===== src/rtl/span_cme_sequencer_pkg.sv =====
// Shared types and default constants for the span_cme sequencer slice.
package span_pkg;

  typedef enum logic [2:0] {
    LOAD = 3'd0,
    WAIT = 3'd1,
    RD   = 3'd2,
    CAPT = 3'd3,
    HOLD = 3'd4
  } seq_state_t;

  localparam int SPAN_NUM_REGS      = 29;
  localparam int SPAN_RESULT_OFFSET = 29;
  localparam int SPAN_OFS_W         = 5;

endpackage


===== src/rtl/span_cme_sequencer_wait_timer.sv =====
// Loadable 16-bit down-counter; done flags the final cycle of the compute window.
module span_wait_timer (
  input  logic        clk,
  input  logic        reset,
  input  logic        load,
  input  logic [15:0] load_val,
  input  logic        en,
  output logic        done
);

  logic [15:0] cnt_q;

  always_ff @(posedge clk) begin
    if (reset) begin
      cnt_q <= '0;
    end else if (load) begin
      cnt_q <= load_val;
    end else if (en && (cnt_q != 16'd0)) begin
      cnt_q <= cnt_q - 16'd1;
    end
  end

  assign done = (cnt_q == 16'd1);

endmodule


===== src/rtl/span_cme_sequencer.sv =====
// Streams a parameter frame into span_cme, waits out the compute window,
// then reads back the margin result and holds it on a valid/ready output.
module span_cme_sequencer
  import span_pkg::*;
#(
  parameter int NUM_REGS       = SPAN_NUM_REGS,
  parameter int COMPUTE_CYCLES = 64,
  parameter int RESULT_OFFSET  = SPAN_RESULT_OFFSET
) (
  input  logic                  clk,
  input  logic                  reset,
  input  logic [15:0]           in_data,
  input  logic                  in_valid,
  input  logic                  in_last,
  output logic                  in_ready,
  output logic [15:0]           writeData,
  output logic [SPAN_OFS_W-1:0] offset,
  output logic                  write,
  output logic                  read,
  output logic                  chipselect,
  input  logic [15:0]           readData,
  input  logic [15:0]           PriceScanRange,
  output logic [15:0]           res_margin,
  output logic [15:0]           res_scan,
  output logic                  res_valid,
  input  logic                  res_ready,
  output logic                  frame_err,
  output logic [15:0]           frame_cnt,
  output seq_state_t            dbg_state
);

  localparam logic [SPAN_OFS_W-1:0] LAST_IDX = SPAN_OFS_W'(NUM_REGS - 1);
  localparam logic [SPAN_OFS_W-1:0] RES_OFS  = SPAN_OFS_W'(RESULT_OFFSET);
  localparam logic [15:0]           CYC_INIT = 16'(COMPUTE_CYCLES);

  seq_state_t            state_q, state_d;
  logic [SPAN_OFS_W-1:0] idx_q, idx_d;
  logic [SPAN_OFS_W-1:0] ofs_q, ofs_d;
  logic [15:0]           wdata_q, wdata_d;
  logic                  write_q, write_d;
  logic                  read_q, read_d;
  logic                  cs_q, cs_d;
  logic [15:0]           margin_q, margin_d;
  logic [15:0]           scan_q, scan_d;
  logic                  ferr_q, ferr_d;
  logic [15:0]           fcnt_q, fcnt_d;
  logic                  timer_load, timer_done;
  logic                  in_hs;

  // Valid/ready: a word or result transfers on any rising edge where both
  // valid and ready are high; ready depends only on state (and reset).
  assign in_ready = (state_q == LOAD) && !reset;
  assign in_hs    = in_valid && in_ready;

  span_wait_timer u_timer (
    .clk      (clk),
    .reset    (reset),
    .load     (timer_load),
    .load_val (CYC_INIT),
    .en       (state_q == WAIT),
    .done     (timer_done)
  );

  always_comb begin
    state_d    = state_q;
    idx_d      = idx_q;
    ofs_d      = ofs_q;
    wdata_d    = wdata_q;
    write_d    = 1'b0;
    read_d     = 1'b0;
    cs_d       = 1'b0;
    margin_d   = margin_q;
    scan_d     = scan_q;
    ferr_d     = 1'b0;
    fcnt_d     = fcnt_q;
    timer_load = 1'b0;
    case (state_q)
      LOAD: begin
        if (in_hs) begin
          wdata_d = in_data;
          ofs_d   = idx_q;
          write_d = 1'b1;
          cs_d    = 1'b1;
          if (idx_q == LAST_IDX) begin
            // The final slot always completes the frame; a missing in_last is flagged.
            idx_d      = '0;
            ferr_d     = !in_last;
            timer_load = 1'b1;
            state_d    = WAIT;
          end else if (in_last) begin
            idx_d  = '0;
            ferr_d = 1'b1;
          end else begin
            idx_d = idx_q + SPAN_OFS_W'(1);
          end
        end
      end
      WAIT: begin
        if (timer_done) begin
          read_d  = 1'b1;
          cs_d    = 1'b1;
          ofs_d   = RES_OFS;
          state_d = RD;
        end
      end
      RD: state_d = CAPT;
      CAPT: begin
        margin_d = readData;
        scan_d   = PriceScanRange;
        fcnt_d   = fcnt_q + 16'd1;
        state_d  = HOLD;
      end
      HOLD: begin
        if (res_ready) state_d = LOAD;
      end
      default: state_d = LOAD;
    endcase
  end

  always_ff @(posedge clk) begin
    if (reset) begin
      state_q  <= LOAD;
      idx_q    <= '0;
      ofs_q    <= '0;
      wdata_q  <= '0;
      write_q  <= 1'b0;
      read_q   <= 1'b0;
      cs_q     <= 1'b0;
      margin_q <= '0;
      scan_q   <= '0;
      ferr_q   <= 1'b0;
      fcnt_q   <= '0;
    end else begin
      state_q  <= state_d;
      idx_q    <= idx_d;
      ofs_q    <= ofs_d;
      wdata_q  <= wdata_d;
      write_q  <= write_d;
      read_q   <= read_d;
      cs_q     <= cs_d;
      margin_q <= margin_d;
      scan_q   <= scan_d;
      ferr_q   <= ferr_d;
      fcnt_q   <= fcnt_d;
    end
  end

  assign writeData  = wdata_q;
  assign offset     = ofs_q;
  assign write      = write_q;
  assign read       = read_q;
  assign chipselect = cs_q;
  assign res_margin = margin_q;
  assign res_scan   = scan_q;
  assign res_valid  = (state_q == HOLD);
  assign frame_err  = ferr_q;
  assign frame_cnt  = fcnt_q;
  assign dbg_state  = state_q;

endmodule


===== config.mk =====
export PLATFORM = sky130hd
export DESIGN_NAME = span_cme_sequencer
export DESIGN_NICKNAME = d
export VERILOG_FILES = /design/src/rtl/span_cme_sequencer_pkg.sv /design/src/rtl/span_cme_sequencer_wait_timer.sv /design/src/rtl/span_cme_sequencer.sv
export SDC_FILE = /design/constraint.sdc
export NUM_CORES = 1
export LEC_CHECK = 0
export CAP_MARGIN = 5
export CELL_PAD_IN_SITES_DETAIL_PLACEMENT = 2
export CELL_PAD_IN_SITES_GLOBAL_PLACEMENT = 2
export CORE_UTILIZATION = 28
export CTS_CLUSTER_DIAMETER = 30
export DETAILED_ROUTE_END_ITERATION = 10
export PLACE_DENSITY_LB_ADDON = 0.1
export SYNTH_ARGS = -nofsm -noshare
export SYNTH_HDL_FRONTEND = slang
export SYNTH_SLANG_ARGS = --single-unit
export TNS_END_PERCENT = 5

===== constraint.sdc =====
create_clock -name clk -period 5.3 [get_ports clk]
set_input_delay 1.06 -clock clk [delete_from_list [all_inputs] [get_ports clk]]
set_output_delay 1.06 -clock clk [all_outputs]
set_load 0.05 [all_outputs]

==> reports/summary.txt, run 1 <==
Clk network pwr share: 44.5%
Row Count: 43
Int Power: 0.00121 W
Slew Viols, Final: 0
critical path startpoint category: input port
CTS Buffer Depth: 2
initial antenna violation count: 0
Top delay family on crit path: buffers and inverters
Final Core Density: 41.4%
First-pass DRT Iterations: 4
Routed Antenna Nets: 0
Max-slew headroom: 41.4%
top-level port count: 131
Worst EP arrival: 2.38 ns
worst vdd ir: 0.000163 V
final setup fails: 0
DR vias: 3,850
Syn-to-layout area delta: 43.5%
largest net degree at the start of global routing: 60
CTS Hold Bufs: 0
CP Cell Sequence: buf_2 -> nor4_4 -> clkdlybuf4s50_1
Reg area: 0.00194 mm2
Comb pwr share: 8.9%
Reg clk slew, reported paths: 0.07 ns
crit share post-route: 64.8%
flops & latches, synth: 97
vias in the first global route: 4,183
total of max-cap violations: 0
cell area after placement: 0.00546 mm2
clock root buffer: clkbuf_16
layout cells sized above 1: 5.66%
Peak Freq: 291 MHz
Core Region: 0.0139 mm2
most common cell after layout, fill and taps aside: clkdlybuf4s50_1
Worst setup EP type: primary output
proportion of synthesized chip area in sequential cells: 48.2%
crit path buf inv count: 2
WL final: 13,300 um
Tightest Pin Transition: 0.878 ns
# nets final: 654
Final Cell Area: 0.00578 mm2
fillcell total: 1,571
post-synth cell types: 49
Syn Std Cell Area: 0.00403 mm2
# placed instances: 765
Syn Area/Cell: 8.40 um2
DR DRC count: 0
Worst EP required: 4.24 ns
Pwr per Cell Area: 278 mW/mm2
P_leak: 2.06 nW
first-pass GRT wire length: 21,400 um
hpwl dp: 9460 um
Hold Path Class: flop to flop
Setup TNS: 0 ns
Vias/cell: 4.93
routed len/inst: 17.1 um
most frequent cells in the layout: 129 x clkdlybuf4s50_1, 116 x nand2_1, 97 x dfxtp_1
Worst path max stage delay: 0.89 ns
minimum clock period: 3.44 ns
Die X: 122 um
count of flip-flops with a built-in enable after synthesis: 0
Synth Net Count: 537
outcome: complete, no violations
Fin. Hold Viols: 0
Switching Share: 24.3%
total track usage: 18.5%
Die H: 122 um
CP Class: input port to primary output
grt ovf: 0
FFs w/ async S/R, synth: 0%
skew final: 0.00450 ns
Iteration-0 DRC Markers: 174
post_cts resized: 0
diode count: 0
Die Footprint: 0.0149 mm2
routability cong.: 0.715
RSZ-0062 raised after global routing: no
H-tree Lvls: 3
count of warnings emitted by yosys: 0
NetSw: 0.000390 W
cts bufs inserted: 9
initial core utilization: 28.9%
IO Port Bufs: 130
Sink Count: 97
Worst Path Max Fanout: 7
slowest CP cell: clkdlybuf4s50_1
area of the multi-input gates: 0.00191 mm2
Cell Count, Final, Fillers Out: 781
Primary FF master, synth: dfxtp_1
# Post-CTS Setup Buffers: 0
cell count after synthesis: 479
TritonCTS clock tree: built
Flop pwr share: 46.6%
clock latency on the worst-skew pair: 0.35 ns
final cells by class:
class                           instances  share of cell area, %
Multi-Input combinational cell        341                   33.1
Inverter                               13                  0.845
Sequential cell                        97                   33.6
Timing Repair Buffer                  134                   23.0
Clock inverter                          7                   1.65
Clock buffer                            9                   3.90
Tap cell                              180                   3.90
registers in the layout, indices dropped and copies added, names as in the netlist, 3 cells and up:
signal and count:
frame_cnt 16, idx_q 5, res_scan 16, writeData 16
offset 5, res_margin 16, u_timer.cnt_q 16, dbg_state 3
power by group through the flow:
stage	sequential [W]	combinational (W)	clock (W)
6_report	0.000747	0.000143	0.000714
5_1_grt	0.000748	0.000152	0.000759
4_1_cts	0.000747	0.000145	0.000734
3_5_place_dp	0.000764	0.000144	0
3_3_place_gp	0.000764	0.000142	0
2_1_floorplan	0.000803	0.0000306	0
routing by layer:
layer / GRT usage, % / wire [um] / share of wire [%] / vias up
met4: 7.64 / 213 / 1.6 / 0
met3: 2.53 / 531 / 4.0 / 12
li1: - / - / - / 1873
met5: 0 / 0 / 0 / -
met2: 32.5 / 6680 / 50 / 82
met1: 22.6 / 5910 / 44 / 1883
through the flow:
stage | setup WS (ns) | hold slack (ns) | power [W]
final | 1.86 | 0.458 | 0.00160
after global routing | 1.80 | 0.479 | 0.00166
after CTS | 1.86 | 0.464 | 0.00163
after detailed placement | 1.87 | 0.453 | 0.000908
after global placement | 1.91 | 0.441 | 0.000906
after floorplan | 2.18 | 0.451 | 0.000834
cell families (layout without fill, tap and decap cells):
group | Yosys count | in the layout | synth area share [%]
mux | 3 | 3 | 0.777
buf+inv | 41 | 163 | 4.23
xor+xnor | 16 | 16 | 3.48
fa+ha+maj | 5 | 5 | 1.55
flops | 97 | 97 | 48.2
simple gates | 235 | 235 | 29.2
compound gates | 82 | 82 | 12.5
synthesized netlist by cell type (3+ instances only):
cell type	n	area, um2
or2_1	3	18.8
dfxtp_1	97	1940
o31ai_1	3	22.5
nand4_1	9	56.3
buf_1	6	22.5
a211o_1	3	26.3
inv_1	12	45.0
xnor2_1	10	87.6
and2_1	4	25.0
nor3b_1	3	22.5
or4_1	7	52.6
ha_1	5	62.6
o221a_1	4	45.0
buf_2	7	35.0
nor2_1	22	82.6
nand3_1	28	140
nand2b_1	3	18.8
nor3_1	7	35.0
o21a_1	4	30.0
a21oi_1	50	250
nor4_1	4	25.0
or3_1	9	56.3
clkbuf_1	14	52.6
xor2_1	6	52.6
o21ai_0	8	40.0
and3_1	3	18.8
nand2_1	116	435
a31oi_1	3	18.8
worst reg2reg max path, stage by stage, from the launching register on:
cell	delay, ns
dfxtp_1	0.69
nor3b_2	0.81
nand3_1	0.58
a2111oi_2	0.54
mux2i_1	0.23
path summary, 6_finish.rpt:
check / start / to / slack [ns] / cells past startpoint
setup / recovery: reset / in_ready / 1.86 / 3
hold / removal: res_scan[1] / res_scan[1] / 0.46 / 2
setup reg to reg: dbg_state[0] / u_timer.cnt_q[9] / 2.39 / 4
hold reg to reg: res_scan[1] / res_scan[1] / 0.46 / 2
No activity file was read; power rests on OpenSTA's default activity.
==> inputs of run 2 (changes only) <==
- CORE_UTILIZATION: 28 -> 23
- clock period: 5.3 -> 3.1 ns (I/O delays scaled with it)
==> run 2 against run 1 <==
Against the previous run: clock skew up 0.0044 ns; sequential share of layout area down 0.43 points; cell count up 6.4%; largest power group unchanged; largest cell class unchanged; global-route usage down 3.7 points; utilization down 7.4 points.
==> reports/summary.txt, run 2 (synthesized netlist as in run 1, its figures left out) <==
outcome: complete, no violations
Peak Freq: 380 MHz
Tightest Pin Transition: 0.739 ns
clock root buffer: clkbuf_16
Worst setup EP type: primary output
critical path startpoint category: flop
# nets final: 659
fillcell total: 1,952
most frequent cells in the layout: 128 x clkdlybuf4s50_1, 116 x nand2_1, 97 x dfxtp_1
post_cts resized: 0
layout cells sized above 1: 6.44%
first-pass GRT wire length: 21,100 um
cts bufs inserted: 9
Die H: 134 um
IO Port Bufs: 130
Hold Path Class: flop to flop
First-pass DRT Iterations: 4
initial core utilization: 23.4%
total of max-cap violations: 0
routed len/inst: 16.0 um
DR vias: 3,873
worst vdd ir: 0.000247 V
Worst EP arrival: 2.01 ns
skew final: 0.00894 ns
WL final: 13,300 um
Clk network pwr share: 43.3%
diode count: 0
routability cong.: 0.695
Syn-to-layout area delta: 45.4%
Final Cell Area: 0.00585 mm2
minimum clock period: 2.63 ns
Core Region: 0.0172 mm2
Vias/cell: 4.66
RSZ-0062 raised after global routing: no
initial antenna violation count: 0
Setup TNS: 0 ns
clock latency on the worst-skew pair: 0.35 ns
largest net degree at the start of global routing: 56
CP Class: flop to primary output
Slew Viols, Final: 0
top-level port count: 131
Reg area: 0.00194 mm2
Die Footprint: 0.0180 mm2
P_leak: 2.09 nW
Worst Path Max Fanout: 9
vias in the first global route: 4,080
Reg clk slew, reported paths: 0.07 ns
NetSw: 0.000661 W
TritonCTS clock tree: built
Comb pwr share: 9.1%
grt ovf: 0
Int Power: 0.00203 W
CTS Hold Bufs: 0
area of the multi-input gates: 0.00191 mm2
most common cell after layout, fill and taps aside: clkdlybuf4s50_1
Routed Antenna Nets: 0
Sink Count: 97
# Post-CTS Setup Buffers: 0
final setup fails: 0
Flop pwr share: 47.5%
Fin. Hold Viols: 0
DR DRC count: 0
cell area after placement: 0.00555 mm2
Switching Share: 24.6%
Die X: 134 um
CTS Buffer Depth: 2
Iteration-0 DRC Markers: 96
crit share post-route: 85.0%
Max-slew headroom: 50.7%
hpwl dp: 9520 um
Pwr per Cell Area: 459 mW/mm2
H-tree Lvls: 3
Row Count: 48
total track usage: 14.8%
Worst EP required: 2.48 ns
run 2: final cells by class:
| class | count | share of cell area, % |
|---|---|---|
| multi-input cells | 341 | 32.7 |
| repair buffers | 139 | 23.3 |
| clock inverters | 5 | 1.05 |
| well taps | 225 | 4.81 |
| inverters | 13 | 0.834 |
| clock buffers | 11 | 4.15 |
| flip-flops and latches | 97 | 33.2 |
run 2: final timing paths:
path                                     endpoint    startpoint  slack [ns]  depth (start not counted)
worst max register to register  u_timer.cnt_q[15]  dbg_state[0]        0.97                          6
worst min register to register        res_scan[6]   res_scan[6]        0.46                          2
worst min-delay path                  res_scan[6]   res_scan[6]        0.46                          2
worst max-delay path                    res_valid  dbg_state[2]        0.47                          3
run 2: worst max-delay path, stage by stage, from the launching register on:
cell             delay, ns
dfxtp_1               0.31
buf_4                 0.17
nor3b_1               0.29
clkdlybuf4s50_1       0.90
run 2: routing by layer:
layer,global-route usage (%),vias up,routed length (um)
li1,-,1887,-
met1,18.6,1890,6190
met2,25.1,81,6330
met3,2.91,15,546
met4,5.43,0,198
met5,0,-,0
run 2: power by group through the flow:
stage / combinational, W / clock, W / sequential [W]
after global routing: 0.000260 / 0.00125 / 0.00128
final: 0.000245 / 0.00116 / 0.00128
after detailed placement: 0.000248 / 0 / 0.00131
after global placement: 0.000246 / 0 / 0.00131
after CTS: 0.000250 / 0.00120 / 0.00128
after floorplan: 0.0000524 / 0 / 0.00137
run 2: per-stage QoR:
step | worst slack (ns) | total power (W) | hold WS (ns) | cells | utilization (%)
global route | 0.347 | 0.00279 | 0.483 | 831 | 34.1
detailed placement | 0.817 | 0.00155 | 0.450 | 815 | 32.3
finish | 0.466 | 0.00269 | 0.459 | 831 | 34.1
floorplan | 0.420 | 0.00143 | 0.451 | 479 | -
global placement | 0.842 | 0.00155 | 0.441 | 815 | 32.3
CTS | 0.423 | 0.00273 | 0.460 | 831 | 34.1
